## src/rtl/rom_port_arbiter.sv

```systemverilog
// Round-robin arbiter sharing one synchronous ROM read port between the fetch (i_*)
// and data (d_*) requesters. Misaligned requests are answered with an error pulse.
module rom_port_arbiter #(
  parameter int ADDR_W = 9
) (
  input  logic              clk,
  input  logic              rst,
  input  logic              i_req,
  input  logic [31:0]       i_addr,
  output logic              i_rdy,
  output logic              i_err,
  output logic [31:0]       i_data,
  input  logic              d_req,
  input  logic [31:0]       d_addr,
  output logic              d_rdy,
  output logic              d_err,
  output logic [31:0]       d_data,
  output logic              rom_en,
  output logic [ADDR_W-1:0] rom_addr,
  input  logic [31:0]       rom_do,
  output logic              busy
);

  typedef enum logic [1:0] {
    S_IDLE  = 2'd0,
    S_ISSUE = 2'd1,
    S_RESP  = 2'd2,
    S_ERR   = 2'd3
  } state_e;

  localparam logic OWN_I = 1'b0;
  localparam logic OWN_D = 1'b1;

  state_e              state_q;
  logic                owner_q;
  logic                ptr_q;
  logic                rom_en_q;
  logic [ADDR_W-1:0]   rom_addr_q;
  logic                i_rdy_q, d_rdy_q, i_err_q, d_err_q;

  logic                win_d;
  logic [31:0]         win_addr_d;

  // Upper address bits are deliberately dropped, so accesses wrap over the ROM depth.
  logic unused_addr_bits;
  assign unused_addr_bits = ^{i_addr[31:ADDR_W+2], d_addr[31:ADDR_W+2]};

  // Pointer only breaks ties; a lone requester always wins.
  always_comb begin
    win_d = OWN_I;
    if (i_req && d_req) win_d = ptr_q;
    else if (d_req)     win_d = OWN_D;
    win_addr_d = (win_d == OWN_D) ? d_addr : i_addr;
  end

  always_ff @(posedge clk or posedge rst) begin
    if (rst) begin
      state_q    <= S_IDLE;
      owner_q    <= OWN_I;
      ptr_q      <= OWN_I;
      rom_en_q   <= 1'b0;
      rom_addr_q <= '0;
      i_rdy_q    <= 1'b0;
      d_rdy_q    <= 1'b0;
      i_err_q    <= 1'b0;
      d_err_q    <= 1'b0;
    end else begin
      i_rdy_q <= 1'b0;
      d_rdy_q <= 1'b0;
      i_err_q <= 1'b0;
      d_err_q <= 1'b0;
      case (state_q)
        S_IDLE: begin
          if (i_req || d_req) begin
            owner_q <= win_d;
            if (win_addr_d[1:0] != 2'b00) begin
              state_q <= S_ERR;
              if (win_d == OWN_D) d_err_q <= 1'b1;
              else                i_err_q <= 1'b1;
            end else begin
              rom_addr_q <= win_addr_d[ADDR_W+1:2];
              rom_en_q   <= 1'b1;
              state_q    <= S_ISSUE;
            end
          end
        end
        S_ISSUE: begin
          // ROM latches the address at this edge; its data is valid during RESP.
          rom_en_q <= 1'b0;
          state_q  <= S_RESP;
          if (owner_q == OWN_D) d_rdy_q <= 1'b1;
          else                  i_rdy_q <= 1'b1;
        end
        S_RESP: begin
          ptr_q   <= ~owner_q;
          state_q <= S_IDLE;
        end
        S_ERR: begin
          ptr_q   <= ~owner_q;
          state_q <= S_IDLE;
        end
        default: state_q <= S_IDLE;
      endcase
    end
  end

  assign rom_en   = rom_en_q;
  assign rom_addr = rom_addr_q;
  assign busy     = (state_q != S_IDLE);
  assign i_rdy    = i_rdy_q;
  assign d_rdy    = d_rdy_q;
  assign i_err    = i_err_q;
  assign d_err    = d_err_q;
  assign i_data   = i_rdy_q ? rom_do : 32'd0;
  assign d_data   = d_rdy_q ? rom_do : 32'd0;

endmodule

```

## config.mk

```make
export PLATFORM = sky130hd
export DESIGN_NAME = rom_port_arbiter
export DESIGN_NICKNAME = d
export VERILOG_FILES = /design/src/rtl/rom_port_arbiter.sv
export SDC_FILE = /design/constraint.sdc
export NUM_CORES = 1
export LEC_CHECK = 0
export ABC_AREA = 1
export BUFFER_PORTS_ARGS = -buffer_cell sky130_fd_sc_hd__buf_4
export CORE_MARGIN = 2
export CORE_UTILIZATION = 32
export DETAILED_ROUTE_END_ITERATION = 16
export PLACE_DENSITY = 0.92
export SETUP_SLACK_MARGIN = 0.3
export SYNTH_ARGS = -nofsm -noshare
export SYNTH_HDL_FRONTEND = slang
export SYNTH_SLANG_ARGS = --single-unit
```

## constraint.sdc

```tcl
create_clock -name clk -period 1.35 [get_ports clk]
set_input_delay 0.0675 -clock clk [delete_from_list [all_inputs] [get_ports clk]]
set_output_delay 0.0675 -clock clk [all_outputs]
set_load 0.05 [all_outputs]
```

### Word level (Yosys, flattened, before mapping)

Index checks and enable logic that the tools add are counted.

* output and inout bits: 79
* word-level logic and storage cells: 49
* input port bits: 100
* register bits: 18

* equal/unequal tests: 5
* mux-type cells: 23
* bitwise operators: 2
* reductions and logical operators: 10

Operator list (number)
* $mux W32: 2
* $mux W1: 16
* $mux W11: 1
* $pmux W2 S3: 1
* $reduce_and A3 Y1: 2
* $reduce_bool A2 Y1: 3
* $eq A2 B2 Y1 const B: 2
* $mux W2: 2
* $ne A2 B2 Y1 const B: 2
* $eq A2 B1 Y1 const B: 1
* $logic_not A2 Y1: 1
* $not A1 Y1: 2
* $pmux W1 S2: 1
* $reduce_and A2 Y1: 1
* $reduce_or A2 Y1: 1
* $logic_and A1 B1 Y1: 1
* $logic_or A1 B1 Y1: 1

### Longest topological paths before layout

Gate-level depths: netlist of run 1.

* word-level depth: 7
* mapped depth: 8
* mapped depth without buffers: 7

### Worst setup path after synthesis of run 1

No wires, ideal clock.

* kind: flip-flop to output port
* start: reg i_rdy_q, in the netlist i_rdy
* end: out i_data[10]
* cell stages (with the launch flop): 4
* path slack: -0.089 ns
* path buffers: 1
* data required time: 1.283 ns
* arrival time: 1.372 ns
* cells stage by stage: dfrtp_1 clkbuf_1 nand2_1 inv_1

* word-level cells in the longest chain between the ends: 1

RTL lines
* start: declaration: RTL line 39 `logic i_rdy_q, d_rdy_q, i_err_q, d_err_q;`
* start signal: assignment: RTL line 63 `i_rdy_q <= 1'b0;`
* start signal: assignment: RTL line 68 `i_rdy_q <= 1'b0;`
* start signal: assignment: RTL line 92 `else i_rdy_q <= 1'b1;`
* $mux W32: RTL line 114 `assign i_data = i_rdy_q ? rom_do : 32'd0;`
* end: declaration: RTL line 12 `output logic [31:0] i_data,`

No other way between the ends.

### Worst setup path after layout of run 1

* start: reg i_rdy_q, in the netlist i_rdy
* end: out i_data[8]

Same word-level chain as after synthesis.

==> results of run 1 <==
-- cells by family (layout without fill, tap and decap cells) --
| logic type | count (synthesis) | count (layout) | synth area share, % |
|---|---|---|---|
| simple gates | 146 | 148 | 43.3 |
| flops | 18 | 18 | 32.2 |
| buf+inv | 84 | 228 | 23.9 |
| compound gates | 2 | 2 | 0.714 |
-- metrics by stage --
step | utilization (%) | setup slack, ns
floorplan | - | 0.224
global placement | 68.0 | 0.197
detailed placement | 68.0 | 0.148
CTS | 75.5 | 0.0533
global route | 76.8 | 0.0117
finish | 76.8 | 0.0450
-- worst max-delay path, delay by kind of cell (launching register included) --
kind	cells	cell delay [ns]
buffers and inverters	3	0.42
flip-flops	1	0.45
AND/OR/NAND/NOR	1	0.10
-- state kept, by name, indices dropped and copies added (netlist names) --
register / count
d_err: 1
d_rdy: 1
i_err: 1
i_rdy: 1
owner_q: 1
ptr_q: 1
rom_addr: 9
rom_en: 1
state_q: 2
-- path summary, 6_finish.rpt --
kind | start | end | slack [ns] | depth (start not counted)
setup / recovery | i_rdy$_DFF_PP0_ | i_data[8] | 0.04 | 4
hold / removal | i_addr[2] | rom_addr[0]$_DFFE_PP0P_ | 0.13 | 5
setup reg to reg | state_q[0]$_DFFE_PP0P_ | rom_addr[1]$_DFFE_PP0P_ | 0.10 | 6
hold reg to reg | rom_addr[0]$_DFFE_PP0P_ | rom_addr[0]$_DFFE_PP0P_ | 0.49 | 2
max in group asynchronous | rst | d_rdy$_DFF_PP0_ | 0.75 | 4
min in group asynchronous | rst | owner_q$_DFFE_PP0P_ | 0.40 | 4
-- repair_timing --
item	in CTS	in global routing
hold buffers	1	0
cloned	4	0
endpoints found under the setup margin	79	79
hold endpoints to repair	18	0
setup buffers	4	0
pin swaps	4	7
gates resized for setup	56	14
-- per-layer routing --
layer  vias to the layer above  GRT usage (%)  wire, um
met5                         -              0         0
met4                         0           11.5       187
met3                        16           4.04       477
met2                       123           45.7      3240
met1                       913           24.0      2040
li1                        998              -         -
-- Yosys cell counts, drive strengths merged --
library cell / number / area, um^2
buf: 4 / 33.8
a21oi: 1 / 5.00
nor3: 1 / 5.00
nand3: 23 / 125
nor2: 11 / 51.3
dfrtp: 18 / 450
inv: 74 / 278
nand2: 111 / 424
clkbuf: 6 / 22.5
o21ai: 1 / 5.00
-- power by group through the flow --
stage          Combinational (mW)  Clock [mW]  Sequential, mW
2_1_floorplan                2.55           0            1.47
3_3_place_gp                 4.13           0           0.900
3_5_place_dp                 4.19           0           0.922
4_1_cts                      4.63       0.366           0.935
5_1_grt                      4.98       0.390           0.977
6_report                     4.77       0.382           0.961
-- cell type report --
type / instances / area [um^2] / share of cell area (%)
multi-input combinational: 150 / 912 / 27.7
sequential: 18 / 453 / 13.7
clock buffer: 3 / 41.3 / 1.25
inverter: 74 / 503 / 15.3
timing repair buffer: 151 / 1320 / 40.1
tap: 52 / 65.1 / 1.97
==> flow_summary_export.csv, run 1 <==
group,metric,value,unit
status,outcome,"finished, final reports clean",
floorplan,horiz_die_dim,70.1,um
place,postPlaceCellArea,0.00292,mm^2
setup_path,timing.critical_path.slowest_cell_delay,0.45,ns
clock_network,cts.sink_count,18,
drt,detail_route.drc_violations,0,
layout,fill_cells,315,
floorplan,design.core.area,0.00429,mm^2
setup_path,timing.critical_path.from_type,"register",
timing,finalHoldWorstSlack,0.133,ns
drt,via_count,2050,
power,power.static_leakage,1.51,nW
setup_path,cp_max_fo,18,
timing,timing.max_slew.rel_slack,79.9,%
drt,detail_route.wirelength,5.95,mm
timing,fmaxAchievable,0.766,GHz
power,peakVddDrop,1550,uV
layout,final_area,0.00330,mm^2
power,power.combinational.fraction,78.0,%
timing,timing.final.hold_violations,0,
global_route,grt_pass1_wl,9.29,mm
logic_synthesis,synth_cell_type_count,16,
global_route,via_count_of_the_first_global_routing_pass,2062,
clock_network,cts_htree_levels,1,
layout,synthToLayoutAreaGrowth,135,%
place,port-buffer-count,136,
layout,ratio_of_cells_with_drive_above_1_in_the_final_layout,76.3,%
timing,finalCritPeriodShare,96.7,%
logic_synthesis,synth.net_count,350,
power,design_power_total,6.11,mW
clock_network,clock_latency,0.26,ns
drt,postRouteAntennaNets,0,
power,power_frac_seq,15.7,%
clock_network,clock_tree.root_cell,"sky130_fd_sc_hd__clkbuf_8",
logic_synthesis,count_of_mapped_cells_out_of_synthesis,250,
logic_synthesis,yosys_register_bits,18,
layout,most-common-layout-cells,"sky130_fd_sc_hd__buf_4 (109), sky130_fd_sc_hd__nand2_2 (65), sky130_fd_sc_hd__clkinvlp_4 (60)",
setup_path,setup.worst_path.end_class,"output pin",
power,p_clk_share,6.3,%
power,p_sw,3.56,mW
place,placed_cells_incl_taps,436,
power,cellPowerDensity,1850,mW/mm^2
layout,design.final.nets,498,
floorplan,fp.dieArea,0.00492,mm^2
worst_hold_path,min_path_type,"in2reg",
timing,sum_neg_setup_slack,0,ns
drt,via_per_inst,4.58,
job,drv_cap,0,
logic_synthesis,yosys_warnings,0,
logic_synthesis,post_synth_instance_area,0.00140,mm^2
place,hpwlAfterDp,4.04,mm
timing,finClkSkew,0.00302,ns
setup_path,timing.setup.critical_path_class,"reg2out",
global_route,global_route_total_usage_across_every_layer,23.6,%
timing,setup_violations,0,
layout,n_antenna_cell,0,
place,routabilityCongestion,0.803,
floorplan,io_pins,179,
timing,finalCriticalPeriod,1.31,ns
drt,drt_first_iter_violations,47,
setup_path,crit_required,1.28,ns
global_route,largest_net_degree_at_the_start_of_global_routing,20,
global_route,antenna_found_initial,0,
clock_network,clock_tree_buffer_depth,2,
drt,route.detailed.wl_per_inst,13.3,um
floorplan,start_util,32.6,%
setup_path,timing.critical_path.cells,"buf_12 -> nand2_2 -> clkinvlp_4 -> buf_6",
clock_network,tritoncts,"built",
timing,drv_slew,0,
layout,most_common_cell_after_layout_fill_and_taps_aside,"sky130_fd_sc_hd__buf_4",
logic_synthesis,average_cell_area_after_synthesis,5.60,um^2
drt,detail_route.first_pass.iterations,4,
logic_synthesis,synth_seq_area_share,32.2,%
timing,setup_repair_after_global_routing_missed_its_margin,"yes",
clock_network,clkSlewWorstSetupHoldPaths,0.07,ns
floorplan,placementRows,24,
floorplan,die_y,70.1,um
power,cellInternalPower,2.55,mW
timing,worst_pin_slew,0.300,ns
setup_path,timing.critical_path.slowest_stage_cell,"sky130_fd_sc_hd__dfrtp_2",
layout,final_cells,448,
global_route,grt-ovfl-total,0,
clock_network,cts_buffers,3,
power,p_sw_share,58.3,%
setup_path,critPathArrivalTime,1.24,ns
Note: power is estimated with default switching activity, not from simulation.
==> run 2, diff against run 1 <==
--- a/config.mk
+++ b/config.mk
@@ -5,12 +5,12 @@
 export SDC_FILE = /design/constraint.sdc
 export NUM_CORES = 1
 export LEC_CHECK = 0
-export ABC_AREA = 1
 export BUFFER_PORTS_ARGS = -buffer_cell sky130_fd_sc_hd__buf_4
-export CORE_MARGIN = 2
-export CORE_UTILIZATION = 32
+export CORE_AREA = 2 2 69 71
+export CTS_CLUSTER_SIZE = 20
 export DETAILED_ROUTE_END_ITERATION = 16
-export PLACE_DENSITY = 0.92
+export DIE_AREA = 0 0 71 73
+export PLACE_DENSITY = 0.87
 export SETUP_SLACK_MARGIN = 0.3
 export SYNTH_ARGS = -nofsm -noshare
 export SYNTH_HDL_FRONTEND = slang
==> run 2 against run 1 <==
Against the previous run: final area grew 5.6%; critical path depth increased by 1; the run now ends with negative setup slack left; total power up 10%; sequential power rose by 1%; via count down 18%; worst hold slack lost 0.073 ns; clock power rose by 17%; critical path type is now reg2reg; non-clock buffer count rose by 22; combinational power increased by 12%; first-iteration DRC count is 32% higher; register-to-register slack worse by 0.33 ns.
==> flow_summary_export.csv, run 2 <==
group,metric,value,unit
logic_synthesis,yosys_warnings,0,
drt,route.detailed.wl_per_inst,18.3,um
logic_synthesis,synth.top_cells.by_area,"sky130_fd_sc_hd__dfrtp_1 (37%), sky130_fd_sc_hd__and2_1 (33%), sky130_fd_sc_hd__mux2_2 (16%)",
layout,design.final.nets,404,
drt,postRouteAntennaNets,0,
logic_synthesis,count_of_mapped_cells_out_of_synthesis,133,
logic_synthesis,synth_enable_flop_cells,0,
setup_path,setup.worst_path.end_class,"register",
logic_synthesis,synth_top_cell_by_area,"sky130_fd_sc_hd__dfrtp_1",
floorplan,io_pins,179,
power,cellInternalPower,3.52,mW
timing,sum_neg_setup_slack,-4.19,ns
clock_network,cts.sink_count,18,
logic_synthesis,synth-simple-area-share,37.3,%
logic_synthesis,yosys.area_share.xor_xnor,0,%
global_route,grt_pass1_wl,9.63,mm
drt,detail_route.drc_violations,0,
timing,fmaxAchievable,0.632,GHz
power,p_clk_share,6.6,%
logic_synthesis,synth_cell_type_count,18,
clock_network,cts_buffers,3,
clock_network,clock_tree.root_cell,"sky130_fd_sc_hd__clkbuf_8",
logic_synthesis,synth.net_count,233,
power,design_power_total,6.74,mW
clock_network,clock_latency,0.26,ns
setup_path,cp_max_fo,10,
job,drv_cap,0,
layout,most_common_cell_after_layout_fill_and_taps_aside,"sky130_fd_sc_hd__buf_4",
timing,finalCritPeriodShare,117,%
timing,drv_slew,0,
floorplan,start_util,27.1,%
logic_synthesis,synth_top_family_by_area,"simple AND/OR/NAND/NOR gates",
drt,detail_route.wirelength,6.54,mm
place,hpwlAfterDp,3.77,mm
drt,detail_route.first_pass.iterations,4,
drt,via_per_inst,4.73,
setup_path,timing.critical_path.from_type,"register",
timing,finalCriticalPeriod,1.58,ns
layout,ratio_of_cells_with_drive_above_1_in_the_final_layout,89.8,%
power,power.combinational.fraction,78.9,%
timing,finClkSkew,0.00502,ns
global_route,globalRouteMet2Util,46.5,%
global_route,use_met3,6.91,%
floorplan,placementRows,25,
floorplan,fp.dieArea,0.00518,mm^2
drt,via_count,1690,
logic_synthesis,yosys-mux-area-fraction,16.5,%
timing,setup_repair_after_global_routing_missed_its_margin,"yes",
timing,final_critical_path_setup_slack,-0.232,ns
logic_synthesis,yosys_register_bits,18,
setup_path,crit_required,1.49,ns
status,failed_checks,"negative setup slack",
global_route,largest_net_degree_at_the_start_of_global_routing,13,
global_route,global_route_total_usage_across_every_layer,23.9,%
power,cellPowerDensity,1940,mW/mm^2
layout,most-common-layout-cells,"sky130_fd_sc_hd__buf_4 (79), sky130_fd_sc_hd__and2_4 (64), sky130_fd_sc_hd__buf_8 (42)",
drt,drt_first_iter_violations,62,
status,outcome,"finished, violations left",
place,port-buffer-count,136,
logic_synthesis,synth_flop_cell,"sky130_fd_sc_hd__dfrtp_1",
logic_synthesis,post_synth_instance_area,0.00123,mm^2
setup_path,rrSetupSlack,-0.23,ns
clock_network,clkSlewWorstSetupHoldPaths,0.07,ns
global_route,grt.met1_usage,25.3,%
logic_synthesis,synthDominantCellAreaShare,36.6,%
place,placement.setup.worst_slack,-0.298,ns
power,peakVddDrop,1450,uV
logic_synthesis,synth-compound-area-share,6.61,%
global_route,grt-ovfl-total,0,
power,power.static_leakage,1.74,nW
setup_path,critPathArrivalTime,1.72,ns
floorplan,horiz_die_dim,71,um
clock_network,tritoncts,"built",
worst_hold_path,min_path_type,"in2reg",
layout,post-route-util,76.7,%
global_route,via_count_of_the_first_global_routing_pass,1766,
logic_synthesis,synth_seq_area_share,36.6,%
logic_synthesis,ys_async_sr_fraction,100,%
timing,timing.max_slew.rel_slack,71.1,%
timing,finalHoldWorstSlack,0.0596,ns
logic_synthesis,post_synth_fa_ha_maj_area_fraction,0,%
clock_network,cts_htree_levels,1,
timing,timing.final.hold_violations,0,
logic_synthesis,synth_most_common_cell,"sky130_fd_sc_hd__and2_1",
floorplan,design.core.area,0.00454,mm^2
logic_synthesis,average_cell_area_after_synthesis,9.26,um^2
place,routabilityCongestion,0.781,
floorplan,die_y,73,um
global_route,globalRoute.busiestLayer,"met2",
layout,synthToLayoutAreaGrowth,183,%
layout,flip_flop_count_of_the_largest_register_all_copies_and_words_added,9,
clock_network,clock_tree_buffer_depth,2,
timing,setup_violations,59,
setup_path,timing.setup.critical_path_class,"reg2reg",
power,power_frac_seq,14.4,%
power,p_sw,3.22,mW
global_route,antenna_found_initial,0,
timing,worst_pin_slew,0.432,ns
logic_synthesis,post_synth_most_frequent_cells,"sky130_fd_sc_hd__and2_1 (64), sky130_fd_sc_hd__dfrtp_1 (18), sky130_fd_sc_hd__mux2_2 (18)",
layout,n_antenna_cell,0,
power,p_sw_share,47.8,%
[run 2: cell count changes after synthesis, sizes merged, moves of 3 or more]
cell    delta
nor2       -7
o21bai     +3
nand2    -107
nand3     -22
and2      +64
buf        -4
mux2      +18
inv       -71
[run 2: routing by layer]
metal  wire length (um)  vias up
met1               2310      805
li1                   -      776
met5                  0        -
met2               3530       96
met3                559       13
met4                143        0
[run 2: worst max-delay path, stage by stage, from the launching register on]
cell and delay, ns:
sky130_fd_sc_hd__dfrtp_1 0.38, sky130_fd_sc_hd__nand2b_4 0.15, sky130_fd_sc_hd__a211o_1 0.31, sky130_fd_sc_hd__a21oi_4 0.16, sky130_fd_sc_hd__buf_12 0.14, sky130_fd_sc_hd__mux2_2 0.33
[run 2: timing repair]
item,in CTS,in global routing
hold buffers,1,0
resized for setup,148,15
hold endpoints to repair,11,0
pin swaps,23,2
buffers inserted,17,6
cloned,2,0
endpoints found under the setup margin,80,83
[run 2: cells by family after synthesis]
group	Yosys count
compound gates	10
simple gates	77
buf+inv	10
flops	18
mux	18
[run 2: worst paths after layout]
| kind | startpoint | endpoint | cells after the start |
|---|---|---|---|
| min in group asynchronous | rst | state_q[0]$_DFFE_PP0P_ | 3 |
| min | i_addr[1] | i_err$_DFF_PP0_ | 2 |
| max in group asynchronous | rst | rom_addr[2]$_DFFE_PP0P_ | 4 |
| max reg2reg | ptr_q$_DFFE_PP0P_ | rom_addr[6]$_DFFE_PP0P_ | 5 |
| max | ptr_q$_DFFE_PP0P_ | rom_addr[6]$_DFFE_PP0P_ | 5 |
| min reg2reg | rom_addr[5]$_DFFE_PP0P_ | rom_addr[5]$_DFFE_PP0P_ | 1 |
[run 2: metrics by stage]
stage                     instance area [um^2]  std cells
final                                     3480        357
after global routing                      3480        357
after CTS                                 3370        351
after detailed placement                  2560        327
after global placement                    2560        327
after floorplan                           1460        133
[run 2: power by group through the flow]
| stage | Combinational, mW | Sequential (mW) | Clock [mW] |
|---|---|---|---|
| after global placement | 3.70 | 1.06 | 0 |
| after floorplan | 2.20 | 1.56 | 0 |
| after detailed placement | 3.75 | 1.06 | 0 |
| after CTS | 4.96 | 0.975 | 0.451 |
| final | 5.32 | 0.974 | 0.448 |
| after global routing | 5.51 | 1.01 | 0.462 |
[run 2: area by class of cell]
class                      count  area [um^2]
clock buffer                   4         55.1
sequential                    18          458
fill                         277         1050
timing repair buffer         173         1910
inverter                       3         13.8
tap                           54         67.6
multi-input combinational    105          976
==> run 3, diff against run 2 <==
--- a/config.mk
+++ b/config.mk
@@ -6,11 +6,11 @@
 export NUM_CORES = 1
 export LEC_CHECK = 0
 export BUFFER_PORTS_ARGS = -buffer_cell sky130_fd_sc_hd__buf_4
-export CORE_AREA = 2 2 69 71
-export CTS_CLUSTER_SIZE = 20
+export CORE_MARGIN = 2
+export CORE_UTILIZATION = 27
+export CTS_CLUSTER_SIZE = 12
 export DETAILED_ROUTE_END_ITERATION = 16
-export DIE_AREA = 0 0 71 73
-export PLACE_DENSITY = 0.87
+export PLACE_DENSITY = 0.88
 export SETUP_SLACK_MARGIN = 0.3
 export SYNTH_ARGS = -nofsm -noshare
 export SYNTH_HDL_FRONTEND = slang
==> constraint.sdc (replaced) <==
create_clock -name clk -period 1.4 [get_ports clk]
set_input_delay 0.07 -clock clk [delete_from_list [all_inputs] [get_ports clk]]
set_output_delay 0.07 -clock clk [all_outputs]
set_load 0.05 [all_outputs]
==> run 3 against run 2 <==
Against the previous run: largest power group unchanged; non-clock buffer count shrank 15; the run still ends with negative setup slack left; sequential share of layout area grew 0.38 points; first-iteration DRC count shrank 37%; cell count shrank 4.8%; sequential cell count is the same; via count shrank 5.7%; combinational power shrank 10%; total power shrank 8.8%; critical path depth is the same; setup slack gained 0.060 ns.
==> flow_summary_export.csv, run 3 (synthesis gave the netlist of run 2 again) <==
group,metric,value,unit
timing,timing.max_slew.rel_slack,80.8,%
timing,drv_slew,0,
timing,setup_violations,10,
setup_path,timing.critical_path.from_type,"register",
timing,finalCritPeriodShare,112,%
timing,timing.final.hold_violations,0,
layout,synthToLayoutAreaGrowth,175,%
global_route,via_count_of_the_first_global_routing_pass,1710,
floorplan,fp.dieArea,0.00512,mm^2
power,peakVddDrop,1330,uV
layout,flip_flop_count_of_the_largest_register_all_copies_and_words_added,9,
power,power_frac_seq,15.3,%
power,cellPowerDensity,1820,mW/mm^2
clock_network,clock_latency,0.25,ns
job,drv_cap,0,
timing,sum_neg_setup_slack,-1.49,ns
timing,worst_pin_slew,0.287,ns
setup_path,cp_max_fo,10,
timing,finalCriticalPeriod,1.57,ns
setup_path,timing.critical_path.slowest_stage_cell,"sky130_fd_sc_hd__dfrtp_1",
floorplan,horiz_die_dim,71.5,um
global_route,antenna_found_initial,0,
place,routabilityCongestion,0.752,
clock_network,cts_buffers,3,
layout,n_antenna_cell,0,
drt,detail_route.wirelength,5.73,mm
layout,ratio_of_cells_with_drive_above_1_in_the_final_layout,87.2,%
global_route,grt_pass1_wl,8.63,mm
floorplan,start_util,28.1,%
layout,most_common_cell_after_layout_fill_and_taps_aside,"sky130_fd_sc_hd__buf_4",
setup_path,critical_path_depth,5,
drt,route.detailed.wl_per_inst,16.8,um
clock_network,clock_tree_buffer_depth,2,
place,port-buffer-count,136,
drt,detail_route.drc_violations,0,
setup_path,worstPathBufferInverterCount,1,
setup_path,timing.critical_path.cells,"nand2b_4 -> a211o_1 -> a21oi_4 -> buf_12 -> mux2_2",
global_route,grt-ovfl-total,0,
drt,drt_first_iter_violations,39,
setup_path,critPathArrivalTime,1.71,ns
setup_path,reg2regPathDepth,5,
global_route,global_route_total_usage_across_every_layer,21.4,%
floorplan,die_y,71.5,um
floorplan,placementRows,24,
worst_hold_path,min_path_type,"in2reg",
global_route,largest_net_degree_at_the_start_of_global_routing,19,
clock_network,cts_htree_levels,1,
clock_network,clock_tree.root_cell,"sky130_fd_sc_hd__clkbuf_8",
status,outcome,"finished, violations left",
timing,setup_repair_after_global_routing_missed_its_margin,"yes",
power,cellInternalPower,3.21,mW
layout,most-common-layout-cells,"sky130_fd_sc_hd__buf_4 (76), sky130_fd_sc_hd__buf_8 (66), sky130_fd_sc_hd__and2_4 (64)",
timing,final_critical_path_setup_slack,-0.172,ns
status,failed_checks,"negative setup slack",
drt,detail_route.first_pass.iterations,2,
power,p_sw_share,47.8,%
setup_path,crit_required,1.54,ns
layout,design.final.nets,389,
timing,fmaxAchievable,0.636,GHz
floorplan,io_pins,179,
power,power.static_leakage,1.66,nW
clock_network,clkSlewWorstSetupHoldPaths,0.07,ns
place,hpwlAfterDp,3.58,mm
setup_path,timing.critical_path.slowest_cell_delay,0.37,ns
drt,postRouteAntennaNets,0,
floorplan,design.core.area,0.00438,mm^2
clock_network,tritoncts,"built",
clock_network,cts.sink_count,18,
setup_path,setup.worst_path.end_class,"register",
power,design_power_total,6.15,mW
worst_hold_path,timing.hold.worst_path_depth,2,
drt,via_per_inst,4.69,
power,power.combinational.fraction,77.8,%
timing,finClkSkew,0.00328,ns
power,p_clk_share,6.9,%
setup_path,timing.setup.critical_path_class,"reg2reg",
setup_path,crit_family,"compound AO/OA/AOI/OAI gates",
drt,via_count,1594,
power,p_sw,2.94,mW
run 3: cell types whose count changed in the layout (fill, tap and decap cells not counted), sizes merged:
cell	change
buf	-17
clkbuf	+2
run 3: per-layer routing:
layer / up-vias / global-route usage (%) / wire (um)
li1: 741 / - / -
met1: 753 / 24.2 / 2110
met2: 90 / 40.0 / 3050
met3: 10 / 3.94 / 448
met4: 0 / 7.55 / 115
met5: - / 0 / 0
run 3: final cells by class:
cell class	instances	area, um^2
multi-input combinational	105	932
clock buffer	4	55.1
sequential	18	458
fill	262	1000
timing repair buffer	158	1860
inverter	3	11.3
tap	52	65.1
run 3: timing repair:
item | in CTS | in global routing
resized for setup | 159 | 4
buffers inserted | 6 | 2
endpoints found under the hold margin | 18 | 0
gates cloned | 2 | 2
endpoints found under the setup margin | 80 | 81
hold buffers | 1 | 0
pin swaps | 12 | 35
run 3: worst paths after layout:
kind / slack, ns / to / startpoint
worst max-delay path: -0.17 / rom_addr[1]$_DFFE_PP0P_ / ptr_q$_DFFE_PP0P_
worst min-delay path: 0.08 / i_err$_DFF_PP0_ / i_addr[1]
worst max register to register: -0.17 / rom_addr[1]$_DFFE_PP0P_ / ptr_q$_DFFE_PP0P_
worst min register to register: 0.51 / i_rdy$_DFF_PP0_ / owner_q$_DFFE_PP0P_
max in group asynchronous: 0.79 / d_rdy$_DFF_PP0_ / rst
min in group asynchronous: 0.39 / rom_addr[7]$_DFFE_PP0P_ / rst
run 3: stage by stage:
stage | instance area [um^2] | setup WS (ns) | util (%) | hold WS, ns | cells
after floorplan | 1400 | -0.229 | - | 0.00843 | 133
after detailed placement | 2530 | -0.330 | 57.8 | 0.113 | 323
after global routing | 3380 | -0.233 | 77.2 | 0.0975 | 340
after CTS | 3300 | -0.169 | 75.3 | 0.0559 | 336
after global placement | 2530 | -0.270 | 57.8 | 0.103 | 323
final | 3380 | -0.172 | 77.2 | 0.0788 | 340
run 3: power groups by stage:
stage / Sequential [mW] / Clock (mW) / Combinational (mW)
2_1_floorplan: 1.50 / 0 / 2.04
3_3_place_gp: 1.03 / 0 / 3.54
3_5_place_dp: 1.03 / 0 / 3.60
4_1_cts: 0.931 / 0.437 / 4.66
5_1_grt: 0.972 / 0.458 / 4.94
6_report: 0.939 / 0.425 / 4.78
